==> src/rtl/trace_pkg.sv <==
// Shared definitions for the writeback trace path: entry layout and packing helper.
package trace_pkg;

    localparam int unsigned TRACE_W = 70;
    localparam int unsigned PC_LSB  = 38;
    localparam int unsigned ENA_BIT = 37;
    localparam int unsigned REG_LSB = 32;
    localparam int unsigned VAL_LSB = 0;

    typedef struct packed {
        logic [31:0] pc;
        logic        ena;
        logic [4:0]  dst;
        logic [31:0] value;
    } trace_entry_t;

    // Writes to x0 are architecturally invisible, so they are traced as non-writes.
    function automatic trace_entry_t pack_entry(
        input logic [31:0] pc,
        input logic        ena,
        input logic [4:0]  dst,
        input logic [31:0] value
    );
        trace_entry_t e;
        e.pc    = pc;
        e.ena   = ena & (dst != 5'd0);
        e.dst   = dst;
        e.value = value;
        return e;
    endfunction

endpackage

==> src/rtl/sync_fifo_fwft.sv <==
// Synchronous first-word-fall-through FIFO; head entry is read combinationally from storage.
module sync_fifo_fwft #(
    parameter int unsigned WIDTH = 70,
    parameter int unsigned DEPTH = 16,
    parameter int unsigned AW    = $clog2(DEPTH)
) (
    input  logic             clk,
    input  logic             rst_n,
    input  logic             clr,
    input  logic             push,
    input  logic             pop,
    input  logic [WIDTH-1:0] wdata,
    output logic [WIDTH-1:0] rdata_c,
    output logic [AW:0]      level,
    output logic             full_c,
    output logic             empty_c
);

    localparam int unsigned LW = AW + 1;

    logic [WIDTH-1:0] mem [DEPTH];
    logic [AW-1:0]    wr_ptr;
    logic [AW-1:0]    rd_ptr;

    // Storage is deliberately left out of reset.
    always_ff @(posedge clk) begin
        if (push && !clr) begin
            mem[wr_ptr] <= wdata;
        end
    end

    always_ff @(posedge clk or negedge rst_n) begin
        if (!rst_n) begin
            wr_ptr <= '0;
            rd_ptr <= '0;
            level  <= '0;
        end else if (clr) begin
            wr_ptr <= '0;
            rd_ptr <= '0;
            level  <= '0;
        end else begin
            if (push) begin
                wr_ptr <= wr_ptr + AW'(1);
            end
            if (pop) begin
                rd_ptr <= rd_ptr + AW'(1);
            end
            case ({push, pop})
                2'b10:   level <= level + LW'(1);
                2'b01:   level <= level - LW'(1);
                default: level <= level;
            endcase
        end
    end

    assign rdata_c = mem[rd_ptr];
    assign full_c  = (level == LW'(DEPTH));
    assign empty_c = (level == '0);

endmodule

==> src/rtl/wb_trace_fifo.sv <==
// Captures retired-instruction writeback records into a FWFT FIFO and streams them to a sink,
// counting retires and drops so the CPU is never stalled.
module wb_trace_fifo
    import trace_pkg::*;
#(
    parameter int unsigned DEPTH  = 16,
    parameter int unsigned AW     = 4,
    parameter int unsigned DROP_W = 16
) (
    input  logic              clk,
    input  logic              rst_n,
    input  logic              clr,
    input  logic              wb_have_inst,
    input  logic [31:0]       wb_pc,
    input  logic              wb_ena,
    input  logic [4:0]        wb_reg,
    input  logic [31:0]       wb_value,
    output logic              trace_valid,
    input  logic              trace_ready,
    output logic [31:0]       trace_pc,
    output logic              trace_ena,
    output logic [4:0]        trace_reg,
    output logic [31:0]       trace_value,
    output logic [AW:0]       level,
    output logic              overflow,
    output logic [DROP_W-1:0] drop_cnt,
    output logic [31:0]       retire_cnt
);

    trace_entry_t wr_entry;
    trace_entry_t head;
    logic         push_c;
    logic         pop_c;
    logic         drop_c;
    logic         full_c;
    logic         empty_c;
    logic [TRACE_W-1:0] rdata_c;

    assign wr_entry = pack_entry(wb_pc, wb_ena, wb_reg, wb_value);

    // A full FIFO still accepts when the head leaves in the same cycle.
    assign pop_c  = trace_valid & trace_ready & ~clr;
    assign push_c = wb_have_inst & (~full_c | pop_c) & ~clr;
    assign drop_c = wb_have_inst & full_c & ~pop_c & ~clr;

    sync_fifo_fwft #(
        .WIDTH (TRACE_W),
        .DEPTH (DEPTH),
        .AW    (AW)
    ) u_fifo (
        .clk     (clk),
        .rst_n   (rst_n),
        .clr     (clr),
        .push    (push_c),
        .pop     (pop_c),
        .wdata   (TRACE_W'(wr_entry)),
        .rdata_c (rdata_c),
        .level   (level),
        .full_c  (full_c),
        .empty_c (empty_c)
    );

    assign head        = trace_entry_t'(rdata_c);
    assign trace_valid = ~empty_c;
    assign trace_pc    = head.pc;
    assign trace_ena   = head.ena;
    assign trace_reg   = head.dst;
    assign trace_value = head.value;

    // Statistics: clear wins over any retire in the same cycle.
    always_ff @(posedge clk or negedge rst_n) begin
        if (!rst_n) begin
            overflow   <= 1'b0;
            drop_cnt   <= '0;
            retire_cnt <= '0;
        end else if (clr) begin
            overflow   <= 1'b0;
            drop_cnt   <= '0;
            retire_cnt <= '0;
        end else begin
            if (wb_have_inst) begin
                retire_cnt <= retire_cnt + 32'(1);
            end
            if (drop_c) begin
                overflow <= 1'b1;
                if (drop_cnt != '1) begin
                    drop_cnt <= drop_cnt + DROP_W'(1);
                end
            end
        end
    end

endmodule

==> config.mk <==
export PLATFORM = sky130hd
export DESIGN_NAME = wb_trace_fifo
export DESIGN_NICKNAME = d
export VERILOG_FILES = /design/src/rtl/trace_pkg.sv /design/src/rtl/sync_fifo_fwft.sv /design/src/rtl/wb_trace_fifo.sv
export SDC_FILE = /design/constraint.sdc
export NUM_CORES = 1
export LEC_CHECK = 0
export CAP_MARGIN = 20
export CELL_PAD_IN_SITES_DETAIL_PLACEMENT = 1
export CELL_PAD_IN_SITES_GLOBAL_PLACEMENT = 1
export CORE_MARGIN = 1.5
export CORE_UTILIZATION = 50
export DETAILED_ROUTE_END_ITERATION = 10
export PLACE_DENSITY_LB_ADDON = 0.1
export REMOVE_ABC_BUFFERS = 1
export SLEW_MARGIN = 20
export SYNTH_ARGS = -nofsm -noshare
export SYNTH_HDL_FRONTEND = slang
export SYNTH_SLANG_ARGS = --single-unit
==> constraint.sdc <==
create_clock -name clk -period 11 [get_ports clk]
set_clock_uncertainty 0.15 [all_clocks]
set_input_delay 1.65 -clock clk [delete_from_list [all_inputs] [get_ports clk]]
set_output_delay 1.65 -clock clk [all_outputs]
set_load 0.005 [all_outputs]
Word-level counts from Yosys, hierarchy flattened
Memory sizes are Yosys's and may differ from the RTL's.
Cells that the tools add are included.
{ "op_classes": {"addsub": 6, "eq_ne": 4, "muxes": 15, "bitwise_logic": 13, "n_reduce_logical": 11} }
{ "op_table": {"columns": ["cell", "count"], "rows": [
  ["two-way mux 32 bit", 2],
  ["two-way mux 16 bit", 3],
  ["adder 32 x 1 -> 32 bit, second input constant", 1],
  ["adder 16 x 1 -> 16 bit, second input constant", 1],
  ["two-way mux 4 bit", 4],
  ["!= test 16 bit, second input constant", 1],
  ["case mux 5 bit (2 select lines)", 1],
  ["nonzero test 2 bit", 5],
  ["adder 4 x 1 -> 4 bit, second input constant", 2],
  ["AND 1 bit", 8],
  ["adder 5 x 1 -> 5 bit, second input constant", 1],
  ["equality test 5 bit, second input constant", 1],
  ["logical NOT 5 bit", 1],
  ["two-way mux 5 bit", 1],
  ["nonzero test 5 bit", 1],
  ["subtractor 5 x 1 -> 5 bit, second input constant", 1],
  ["two-way mux 1 bit", 4],
  ["inverter 1 bit", 4],
  ["nonzero test 3 bit", 1],
  ["equality test 2 x 1 -> 1 bit, second input constant", 1],
  ["equality test 2 bit, second input constant", 1],
  ["AND reduction 2 bit", 1],
  ["logical AND 1 bit", 1],
  ["logical NOT 1 bit", 1],
  ["bitwise OR 1 bit", 1]
]} }
{ "word_totals": {"ff_bits": 62, "mem_bits_rw": 1120, "out_inout_bits": 125, "wordCells": 56, "memories": 1} }
{ "mem_list": {"columns": ["name", "words", "width", "rd", "rd_clocked_by_memory_dff", "wr", "line_no", "text"], "rows": [
  ["u_fifo.mem", 16, 70, 1, 0, 1, "sync_fifo_fwft.sv:21", "logic [WIDTH-1:0] mem [DEPTH];"]
]} }

Depth between registers and ports, before layout
{ "depth": {"depth_word": 10, "ltp_mapped": 11, "mapped_depth_nobuf": 11} }

Modules after synthesis
From an unflattened synthesis, not the netlist that was laid out.
{ "hier_totals": {"cells_unflattened": 2115, "hier_area_um2": 45373.5} }
{ "modules_own_cells": {"columns": ["mod", "instances", "cells_each", "area_each_um2", "seq_area_each_um2"], "rows": [
  ["sync_fifo_fwft", 1, 1824, 42708.5, 33957.6],
  ["wb_trace_fifo", 1, 291, 2665.1, 1226.2]
]} }

Least setup slack after synthesis
OpenSTA, ideal clock, no wires.
{ "synth_timing": {"kind": "input -> register", "from": "input trace_ready", "to": "memory u_fifo.mem[3][0] (enable)", "setup_ns": 0.499, "t_arrival_ns": 5.549, "setup_slack_ns": 4.802, "cell_stages": 5, "n_path_buf": 1, "path_cell_list": "clkbuf_1 > nand2b_1 > a31oi_2 > nand2_1 > nor2_1"} }
{ "synth_via": {"elab_chain_len": 8} }
{ "synth_lines": {"columns": ["item", "line_no", "text"], "rows": [
  ["from (decl)", "wb_trace_fifo.sv:19", "input logic trace_ready,"],
  ["AND 1 bit (2 in series)", "wb_trace_fifo.sv:42", "assign pop_c = trace_valid & trace_ready & ~clr;"],
  ["bitwise OR 1 bit", "wb_trace_fifo.sv:43", "assign push_c = wb_have_inst & (~full_c | pop_c) & ~clr;"],
  ["AND 1 bit (2 in series)", "wb_trace_fifo.sv:43", null],
  ["logical AND 1 bit", "sync_fifo_fwft.sv:27", "if (push && !clr) begin"],
  ["two-way mux 1 bit", "sync_fifo_fwft.sv:27", null],
  ["two-way mux 1 bit (implied by the code)", "sync_fifo_fwft.sv:28", "mem[wr_ptr] <= wdata;"],
  ["to (decl)", "sync_fifo_fwft.sv:21", null]
]} }
No other way between the ends.

Worst setup path in the final report
{ "layout_timing": {"from": "register u_fifo.rd_ptr[0]", "to": "output trace_reg[2]"} }
{ "layout_via": {"elab_chain_len": 1} }
{ "layout_lines": {"columns": ["item", "line_no", "text"], "rows": [
  ["from (decl)", "sync_fifo_fwft.sv:23", "logic [AW-1:0] rd_ptr;"],
  ["from (signal assigned)", "sync_fifo_fwft.sv:46", "rd_ptr <= rd_ptr + AW'(1);"],
  ["memory read (16 x 70 bit)", null, null],
  ["to (decl)", "wb_trace_fifo.sv:22", "output logic [4:0] trace_reg,"]
]} }
No other way between the ends.

==> impl_summary.log <==
[metrics] status: completed
[metrics] ranking of synthesized cells by area: edfxtp_1 (74%), mux4_2 (17%), dfrtp_1 (3.4%), nor2_1 (0.70%), xor2_1 (0.62%)
[metrics] Core Region: 90010 um^2
[metrics] later-pin clock latency in the skew report: roughly 0.70 ns
[metrics] Slew Limit Headroom: 28.51%
[metrics] post-synthesis async set-or-reset flop share: approximately 5.2%
[metrics] via total after detailed routing: 20810
[metrics] final worst-path cycle share: 61.52%
[metrics] number of enable-type register cells in the synthesized netlist: 1120
[metrics] starting density of the core: 50.40%
[metrics] number of clock buffers inserted by TritonCTS: about 120
[metrics] area post-placement: a little under 50000 um^2
[metrics] clock network power share: 36.0%
[metrics] logic gate share of total power: 18.2%
[metrics] worst setup slack after layout: 4.233 ns
[metrics] largest net degree at the start of global routing: 143
[metrics] total power per unit cell area: 210.7 nW/um^2
[metrics] worst setup slack before clock tree synthesis: 4.832 ns
[metrics] cell chosen for the clock root: clkbuf_16
[metrics] Hold-fix buffers, CTS: 0
[metrics] number of maximum-capacitance violations: 0
[metrics] source of the critical timing path: u_fifo.rd_ptr[0]
[metrics] Initial DRC Count: 1991
[metrics] startpoint of the worst register-to-register path: u_fifo.level[0]
[metrics] min-delay src: overflow
[metrics] final routed wirelength across all metal layers: about 100000 um
[metrics] first-pass GRT wire length: 155300 um
[metrics] leftover overflow at the end of global routing: 0
[metrics] Slew @ Worst Pin: 1.072 ns
[metrics] Yosys warnings: 0
[metrics] fmax: 0.1478 GHz
[metrics] number of antenna violations at the first check in global routing: 8
[metrics] category of the most critical setup path: flop to output pin
[metrics] worst-case vdd ir drop: 0.0001820 V
[metrics] final std cells w/o fill: 3458
[metrics] fill count: roughly 7400
[metrics] cell taking the most area after synthesis: edfxtp_1
[metrics] number of levels in the clock H-tree: 3
[metrics] TritonCTS clock tree: built
[metrics] Finish-stage setup viols: 0
[metrics] number of hold violations in the final report: 0
[metrics] switching share of total power: 23.71%
[metrics] maximum buffer depth of the clock tree: 3
[metrics] fraction of final layout cells with drive strength greater than 1: 26.10%
[metrics] Internal Power: ~8.5 mW
[metrics] top post-synthesis cells by count: edfxtp_1 (1120), mux4_2 (350), nor2_1 (85), dfrtp_1 (62), clkbuf_1 (47)
[metrics] Post-CTS Setup Inserts: 0
[metrics] Avg Vias per Cell: 6.019
[metrics] sequential area share after synthesis: 77.55%
[metrics] Layout Area Growth over Synthesis: 16.19%
[metrics] number of global-route vias before repair: 22600
[metrics] aggregate global-route resource usage: a little under a quarter
[metrics] setup repair after global routing missed its margin: false
[metrics] dominant cell by count in the synthesized netlist: edfxtp_1
[metrics] power share of the sequential group: 45.7%
[metrics] number of placed I/O pins: 200
[metrics] overall die area: about 93000 um^2
[metrics] WP data required: 9.20 ns
[metrics] cell count after synthesis: roughly 1900
[metrics] post_cts resized: 0
[metrics] switching component of the power: 2.633 mW
[metrics] number of distinct library cells after synthesis: 52
[metrics] area fraction of the dominant cell type after synthesis: 74.13%
[metrics] Final min period: 6.767 ns
[metrics] crit path max fanout: 109
[metrics] Seq cells post-synth: about 1200
[metrics] number of buffers added on ports: 199
[metrics] share of the core filled with cells: 58.56%
[metrics] number of core rows: 110
[metrics] post-detailed-placement half-perimeter wirelength: between 50000 and 60000 um
[metrics] number of cells after detailed placement: 3233
[metrics] total count of max-transition violations in the final report: 0
[metrics] x dimension of the die: between 300 and 400 um
[metrics] DR pass1 iterations: 5
[metrics] Placer Congestion: around 0.74
[metrics] kind of end point of the critical path: output pin
[metrics] routed len/inst: 30.31 um
[metrics] Die Y-Extent: approximately 300 um
[metrics] type of the worst min-delay path: flop to flop
[metrics] number of DRC violations after detailed routing: 0
[metrics] sink count of the clock tree: 1182
[metrics] mean cell area of the mapped netlist: 23.72 um^2
[metrics] Syn Std Cell Area: 45370 um^2
[metrics] crit path launch type: flop
[metrics] arrival time of data at the critical path endpoint: around 5.0 ns
[metrics] Most used DFF post-synth: edfxtp_1
[metrics] antenna-violating nets left: 0
[metrics] post-layout net count: approximately 2300
[metrics] Non-Filler Cell Area, Final: between 50000 and 60000 um^2
[metrics] Leak: ~16 nW
[metrics] CTS clk-pin slew, worst paths: 0.06 ns
## per-layer routing
| layer | routed length (um) | vias up | share of wire [%] | GRT usage [%] |
|---|---|---|---|---|
| li1 | - | 8685 | - | - |
| met1 | 44200 | 11360 | 42 | 32.59 |
| met2 | 52950 | 641 | 51 | 38.07 |
| met3 | 5951 | 116 | 5.7 | 4.151 |
| met4 | 1623 | 12 | 1.5 | 5.419 |
| met5 | 80 | - | 0.076 | 0 |
## per-stage QoR
stage | TNS [ns] | total power [mW] | hold slack, ns
after CTS | 0 | 11.25 | 0.3749
after floorplan | -182.70 | 7.170 | 0.3406
after global placement | 0 | 7.218 | 0.3370
after detailed placement | 0 | 7.250 | 0.3444
after global routing | 0 | 11.51 | 0.4054
final | 0 | 11.11 | 0.3689
## placed cells by master, fill, tap and decap left out, drive strengths merged, types with 4 or more instances in the layout
cell type and n:
ha 10, dfrtp 62, and3 5, mux2 6
and4 5, clkdlybuf4s50 197, or3 4, nor3 4
nand2 26, xnor2 14, clkbuf 147, xor2 32
nor2 85, nor4 8, inv 13, clkinv 56
mux4 350, bufinv 13, nand4 17, nand3 18
a21oi 9, or2 4, buf 38, edfxtp 1120
o21ai 5
## registers in the layout (all words and copies together) (netlist names)
signal	flops
retire_cnt	32
u_fifo.mem	1120
u_fifo.wr_ptr	4
u_fifo.level	5
drop_cnt	16
overflow	1
u_fifo.rd_ptr	4
## kinds of logic after synthesis
family,share of synthesized area (%)
flops,77.55
mux,17.57
compound gates,0.3751
xor+xnor,0.8880
simple gates,2.278
buf+inv,1.023
fa+ha+maj,0.3199
## critical path, stage by stage, from the launching register on
cell	delay (ns)
dfrtp_4	0.90
buf_12	0.73
buf_4	0.77
mux4_2	0.60
mux4_2	0.53
clkdlybuf4s50_1	0.52
## power by group through the flow
| stage | combinational [mW] | clock, mW | sequential, mW |
|---|---|---|---|
| finish | 2.03 | 4.00 | 5.08 |
| global route | 2.17 | 4.25 | 5.09 |
| CTS | 2.08 | 4.09 | 5.09 |
| detailed placement | 2.07 | 0 | 5.18 |
| global placement | 2.04 | 0 | 5.17 |
| floorplan | 1.77 | 0 | 5.40 |
## final cells by class
cell class                      instances  area, um^2  share of cell area (%)
Multi-Input combinational cell        631        9842                   18.67
Inverter                                9       33.78                 0.06409
Clock inverter                         76       726.9                   1.379
Antenna cell                            2       5.005                0.009494
Clock buffer                          147        3147                   5.969
Sequential cell                      1182       35200                   66.77
Timing Repair Buffer                  235        2290                   4.344
Tap cell                             1176        1471                   2.791
## path summary, 6_finish.rpt
| kind | end | slack, ns | depth (start not counted) |
|---|---|---|---|
| min in group asynchronous | drop_cnt[10] | 0.99 | 2 |
| setup reg to reg | u_fifo.mem[0][6] | 7.16 | 5 |
| max in group asynchronous | u_fifo.rd_ptr[0] | 9.04 | 2 |
| hold / removal | overflow | 0.37 | 2 |
| hold reg to reg | overflow | 0.37 | 2 |
| setup / recovery | trace_reg[2] | 4.23 | 5 |
(Power assumes the default switching activity.)
